--- src/rtl/ahb3lite_pkg.sv ---
// Shared AHB3-lite encodings and the command-master state type.
// Imported by the command master and any other AHB-side blocks.
package ahb3lite_pkg;

  localparam logic [1:0] HTRANS_IDLE   = 2'b00;
  localparam logic [1:0] HTRANS_NONSEQ = 2'b10;

  localparam logic [2:0] HBURST_SINGLE = 3'b000;

  localparam logic [2:0] HSIZE_BYTE  = 3'b000;
  localparam logic [2:0] HSIZE_HWORD = 3'b001;
  localparam logic [2:0] HSIZE_WORD  = 3'b010;

  typedef enum logic [1:0] {
    IDLE,
    ADDR,
    DATA
  } cmd_state_t;

endpackage

--- src/rtl/ahb3lite_cmd_master.sv ---
// Single-transfer AHB3-lite master fed by a valid/ready command channel.
// Returns each result on a valid/ready response channel, one transfer at a time.
import ahb3lite_pkg::*;

module ahb3lite_cmd_master #(
  parameter int         HADDR_SIZE = 32,
  parameter int         HDATA_SIZE = 32,
  parameter logic [3:0] HPROT_VAL  = 4'b0011
) (
  input  logic                  HCLK,
  input  logic                  HRESETn,

  input  logic                  cmd_valid,
  output logic                  cmd_ready,
  input  logic                  cmd_write,
  input  logic [2:0]            cmd_size,
  input  logic [HADDR_SIZE-1:0] cmd_addr,
  input  logic [HDATA_SIZE-1:0] cmd_wdata,

  output logic                  rsp_valid,
  input  logic                  rsp_ready,
  output logic [HDATA_SIZE-1:0] rsp_rdata,
  output logic                  rsp_err,

  output logic [HADDR_SIZE-1:0] HADDR,
  output logic [HDATA_SIZE-1:0] HWDATA,
  output logic [1:0]            HTRANS,
  output logic [2:0]            HSIZE,
  output logic [2:0]            HBURST,
  output logic [3:0]            HPROT,
  output logic                  HWRITE,
  output logic                  HMASTLOCK,
  input  logic [HDATA_SIZE-1:0] HRDATA,
  input  logic                  HRESP,
  input  logic                  HREADY
);

  function automatic logic [HDATA_SIZE-1:0] lane_rep(
    input logic [HDATA_SIZE-1:0] d,
    input logic [2:0]            sz
  );
    logic [HDATA_SIZE-1:0] r;
    r = d;
    if (sz == HSIZE_BYTE)  r = {4{d[7:0]}};
    if (sz == HSIZE_HWORD) r = {2{d[15:0]}};
    return r;
  endfunction

  function automatic logic [HDATA_SIZE-1:0] lane_ext(
    input logic [HDATA_SIZE-1:0] d,
    input logic [1:0]            a,
    input logic [2:0]            sz
  );
    logic [HDATA_SIZE-1:0] r;
    r = d;
    if (sz == HSIZE_BYTE) begin
      r = '0;
      r[7:0] = d[{a, 3'b000} +: 8];
    end
    if (sz == HSIZE_HWORD) begin
      r = '0;
      r[15:0] = a[1] ? d[31:16] : d[15:0];
    end
    return r;
  endfunction

  cmd_state_t            state_q, state_d;
  logic [1:0]            htrans_q, htrans_d;
  logic [HADDR_SIZE-1:0] haddr_q, haddr_d;
  logic [2:0]            hsize_q, hsize_d;
  logic                  hwrite_q, hwrite_d;
  logic [HDATA_SIZE-1:0] hwdata_q, hwdata_d;
  logic                  rsp_valid_q, rsp_valid_d;
  logic                  rsp_err_q, rsp_err_d;
  logic [HDATA_SIZE-1:0] rsp_rdata_q, rsp_rdata_d;
  logic                  legal;

  // Held low through reset so nothing is accepted while the bus is down.
  assign cmd_ready = HRESETn
                   && (state_q == IDLE)
                   && !rsp_valid_q;

  assign legal =
      (cmd_size == HSIZE_BYTE)
    | ((cmd_size == HSIZE_HWORD) & ~cmd_addr[0])
    | ((cmd_size == HSIZE_WORD) & (cmd_addr[1:0] == 2'b00));

  always_comb begin
    state_d     = state_q;
    htrans_d    = htrans_q;
    haddr_d     = haddr_q;
    hsize_d     = hsize_q;
    hwrite_d    = hwrite_q;
    hwdata_d    = hwdata_q;
    rsp_valid_d = rsp_valid_q;
    rsp_err_d   = rsp_err_q;
    rsp_rdata_d = rsp_rdata_q;

    if (rsp_valid_q && rsp_ready) rsp_valid_d = 1'b0;

    unique case (state_q)
      IDLE: begin
        if (cmd_valid && cmd_ready) begin
          if (legal) begin
            state_d  = ADDR;
            htrans_d = HTRANS_NONSEQ;
            haddr_d  = cmd_addr;
            hsize_d  = cmd_size;
            hwrite_d = cmd_write;
            if (cmd_write)
              hwdata_d = lane_rep(cmd_wdata, cmd_size);
          end else begin
            rsp_valid_d = 1'b1;
            rsp_err_d   = 1'b1;
            rsp_rdata_d = '0;
          end
        end
      end
      ADDR: begin
        if (HREADY) begin
          state_d  = DATA;
          htrans_d = HTRANS_IDLE;
        end
      end
      DATA: begin
        // First ERROR cycle has HREADY low and is simply waited out.
        if (HREADY) begin
          state_d     = IDLE;
          rsp_valid_d = 1'b1;
          rsp_err_d   = HRESP;
          rsp_rdata_d = (!hwrite_q && !HRESP)
                      ? lane_ext(HRDATA, haddr_q[1:0], hsize_q)
                      : '0;
        end
      end
      default: begin
        state_d  = IDLE;
        htrans_d = HTRANS_IDLE;
      end
    endcase
  end

  always_ff @(posedge HCLK or negedge HRESETn) begin
    if (!HRESETn) begin
      state_q     <= IDLE;
      htrans_q    <= HTRANS_IDLE;
      haddr_q     <= '0;
      hsize_q     <= '0;
      hwrite_q    <= 1'b0;
      hwdata_q    <= '0;
      rsp_valid_q <= 1'b0;
      rsp_err_q   <= 1'b0;
      rsp_rdata_q <= '0;
    end else begin
      state_q     <= state_d;
      htrans_q    <= htrans_d;
      haddr_q     <= haddr_d;
      hsize_q     <= hsize_d;
      hwrite_q    <= hwrite_d;
      hwdata_q    <= hwdata_d;
      rsp_valid_q <= rsp_valid_d;
      rsp_err_q   <= rsp_err_d;
      rsp_rdata_q <= rsp_rdata_d;
    end
  end

  assign HTRANS    = htrans_q;
  assign HADDR     = haddr_q;
  assign HSIZE     = hsize_q;
  assign HWRITE    = hwrite_q;
  assign HWDATA    = hwdata_q;
  assign HBURST    = HBURST_SINGLE;
  assign HPROT     = HPROT_VAL;
  assign HMASTLOCK = 1'b0;

  assign rsp_valid = rsp_valid_q;
  assign rsp_err   = rsp_err_q;
  assign rsp_rdata = rsp_rdata_q;

endmodule

--- config.mk ---
export PLATFORM = sky130hd
export DESIGN_NAME = ahb3lite_cmd_master
export DESIGN_NICKNAME = d
export VERILOG_FILES = /design/src/rtl/ahb3lite_pkg.sv /design/src/rtl/ahb3lite_cmd_master.sv
export SDC_FILE = /design/constraint.sdc
export NUM_CORES = 1
export LEC_CHECK = 0
export BUFFER_PORTS_ARGS = -buffer_cell sky130_fd_sc_hd__buf_2
export CORE_MARGIN = 2
export CORE_UTILIZATION = 48
export DETAILED_ROUTE_END_ITERATION = 8
export PLACE_DENSITY = 0.83
export SLEW_MARGIN = 20
export SYNTH_ARGS = -nofsm -noshare
export SYNTH_HDL_FRONTEND = slang
export SYNTH_SLANG_ARGS = --single-unit
--- constraint.sdc ---
create_clock -name HCLK -period 2.2 [get_ports HCLK]
set_input_delay 0.44 -clock HCLK [delete_from_list [all_inputs] [get_ports HCLK]]
set_output_delay 0.44 -clock HCLK [all_outputs]
set_load 0.05 [all_outputs]
==> metrics <==
dpl hpwl 10,600 um; total wire length 14,100 um; clock group share of total power 0.157; critical path's largest stage delay 430 ps; r2r setup slk 200 ps; outcome completed; Fmax around 490 MHz; Overflow after GRT 0; logic gate share of total power 0.478; Leak roughly 3.6 nW; most common cell in the netlist nand2_1; Routed Antenna Nets 0; crit path kind register to primary output; initial core utilization 0.497; CTS Hold Bufs 0; Clk pin slew, worst setup/hold paths roughly 110 ps; Die Footprint 11,600 um2; cell taking the most area after synthesis dfrtp_1; yosys warns 0; met3 WL 1150 um; required time of the critical path 1760 ps; relative slew slack 0.530; via count 4,414; setup_tns 0 ps; clock sink count 105; Hold Path Class input port to async pin; sequential share of power 0.365; synth unique cells 33; Hold Vio Cnt, Final 0; CTS-repair resized insts 0; crit path max fanout 4; top sig layer met4; TritonRoute pass-1 iters 5; ranking of synthesized cells by area dfrtp_1, nand2_1, mux2i_1, mux2_2, mux2_4; max cap viols 0; Slew Viols, Final 0; Routed WL per cell 16.7 um; first-pass GRT wire length 22,100 um; sequential-to-total area share from yosys stat 0.507; post-CTS setup buffers 0; Root Driver clkbuf_8; #FFs+latches synth 105; post-layout util 0.635; IO Port Bufs 209; CP arrival 1590 ps; Chip Height about 110 um; Psw 3.57 mW; initial antenna violation count 0; number of antenna diodes 0; M1 WL 5710 um; internal power between 3 and 4 mW; Synth top cells by count nand2_1, dfrtp_1, mux2i_1, o21ai_0, inv_1; Post-synth EDFFs 0; CTS Buf Count 9; Ports 219; clock skew 8.38 ps; Max Buffers Root-to-Sink 2; vias per std cell approximately 5.2; vias in the first global route ~4,400; pin count of the biggest net entering global routing between 50 and 60; Die W 108 um; Startpoint Class register; met2 wire length about 7000 um; worst r2r dst HWDATA[28]; CTS H-tree lvls 3; FF-to-FF Start state_q[1]; Iteration-0 DRC Markers around 240; pwr dens 1110 nW/um2; R2R cell count 5; final hold slack 215 ps; Tot GR Track Use 0.244; period utilization 0.924; critical path's slowest cell dfrtp_1; Fill cells 838; layout cells sized above 1 0.432; Worst-Margin Slew 706 ps; clock latency on the worst-skew pair 370 ps; Core Box Area ~10,000 um2; crit end category primary output; final setup fails 0; share of the synthesized area in the top cell type 0.507; CP cell instances nor4b_4 > buf_2; Nets 807; Sw Ratio 0.488; GPL Wtd Cong 0.808; VDD IR max 739 uV; standard-cell rows 37; Post-Syn Area between 5000 and 6000 um2; CTS tree built; cells after synthesis 488; synthesized area per cell 10.6 um2; RSZ-0062 raised after global routing no; fin crit period 2030 ps; ys async rst share 1.00; Synth Flop Type dfrtp_1; area delta synth->final 27.8%; # DRC 0
[critical path: cells and delay by family, from the launching register on]
kind	cells	cell delay, ps
buffers and inverters	1	370
flip-flops	1	430
AND/OR/NAND/NOR	1	420
[routing by layer]
layer	vias up	GRT usage
met5	-	0
met4	0	0.0989
met3	33	0.0502
met2	224	0.410
met1	2106	0.308
li1	2051	-
[logic make-up (layout without fill, tap and decap cells)]
kind of cell / count (synthesis) / count (layout) / synth area share
flops: 105 / 105 / 0.507
buf+inv: 64 / 275 / 0.0599
mux: 97 / 97 / 0.215
compound gates: 65 / 65 / 0.0812
simple gates: 155 / 155 / 0.136
other cells: 2 / 9 / 0.00145
[state kept, by name (all words and copies together) (netlist names)]
| name | count |
|---|---|
| HSIZE | 3 |
| rsp_rdata | 32 |
| rsp_err | 1 |
| HTRANS | 1 |
| state_q | 2 |
| HWRITE | 1 |
| HADDR | 32 |
| rsp_valid | 1 |
| HWDATA | 32 |
[layout make-up]
cell class | instances | area (um2) | area share
Clock inverter | 7 | 62.6 | 0.00945
Inverter | 29 | 109 | 0.0164
Clock buffer | 9 | 124 | 0.0187
Timing Repair Buffer | 230 | 1220 | 0.184
Tap cell | 136 | 170 | 0.0257
Multi-Input combinational cell | 326 | 2300 | 0.348
Sequential cell | 105 | 2630 | 0.397
[layout by cell type, fill, tap and decap left out, types with 2 or more instances in the layout]
master and n:
clkinv_4 4, nor3_2 2, buf_2 208, nor2b_1 2
inv_1 29, mux2_2 23, o221ai_1 8, nor2_1 5
nor3b_1 7, nand2b_1 2, nand2_1 129, a21oi_1 2
mux2i_1 48, buf_4 21, dfrtp_1 104, clkbuf_8 9
nor4b_4 2, a211oi_1 7, mux2_4 26, o21ai_0 36
conb_1 9, o2bb2ai_1 8
[metrics by stage]
step                std cells  area (um2)  worst slack, ps  total power, mW
floorplan                 495        5250             -135             5.28
global placement          826        6430              253             6.14
detailed placement        826        6430              160             6.22
CTS                       842        6620              136             7.38
global route              842        6620             66.4             7.67
finish                    842        6620              168             7.33
[power groups by stage]
stage                     logic [mW]  registers, mW  clock network, mW
after floorplan                0.992           4.29                  0
after global placement          3.45           2.68                  0
after detailed placement        3.53           2.69                  0
after CTS                       3.52           2.67               1.19
after global routing            3.68           2.73               1.26
final                           3.50           2.67               1.15
[how the worst max path moves through the flow]
| stage | start | end | slack, ps | cells past startpoint |
|---|---|---|---|---|
| after floorplan | rsp_valid | HWDATA[9] | -140 | 6 |
| after global placement | HRESETn | HWDATA[16] | 250 | 5 |
| after detailed placement | HRESETn | HWDATA[26] | 160 | 6 |
| after CTS | state_q[1] | cmd_ready | 140 | 2 |
| after global routing | state_q[1] | HWDATA[29] | 70 | 5 |
| final | state_q[1] | cmd_ready | 170 | 2 |
(Power assumes the default switching activity.)
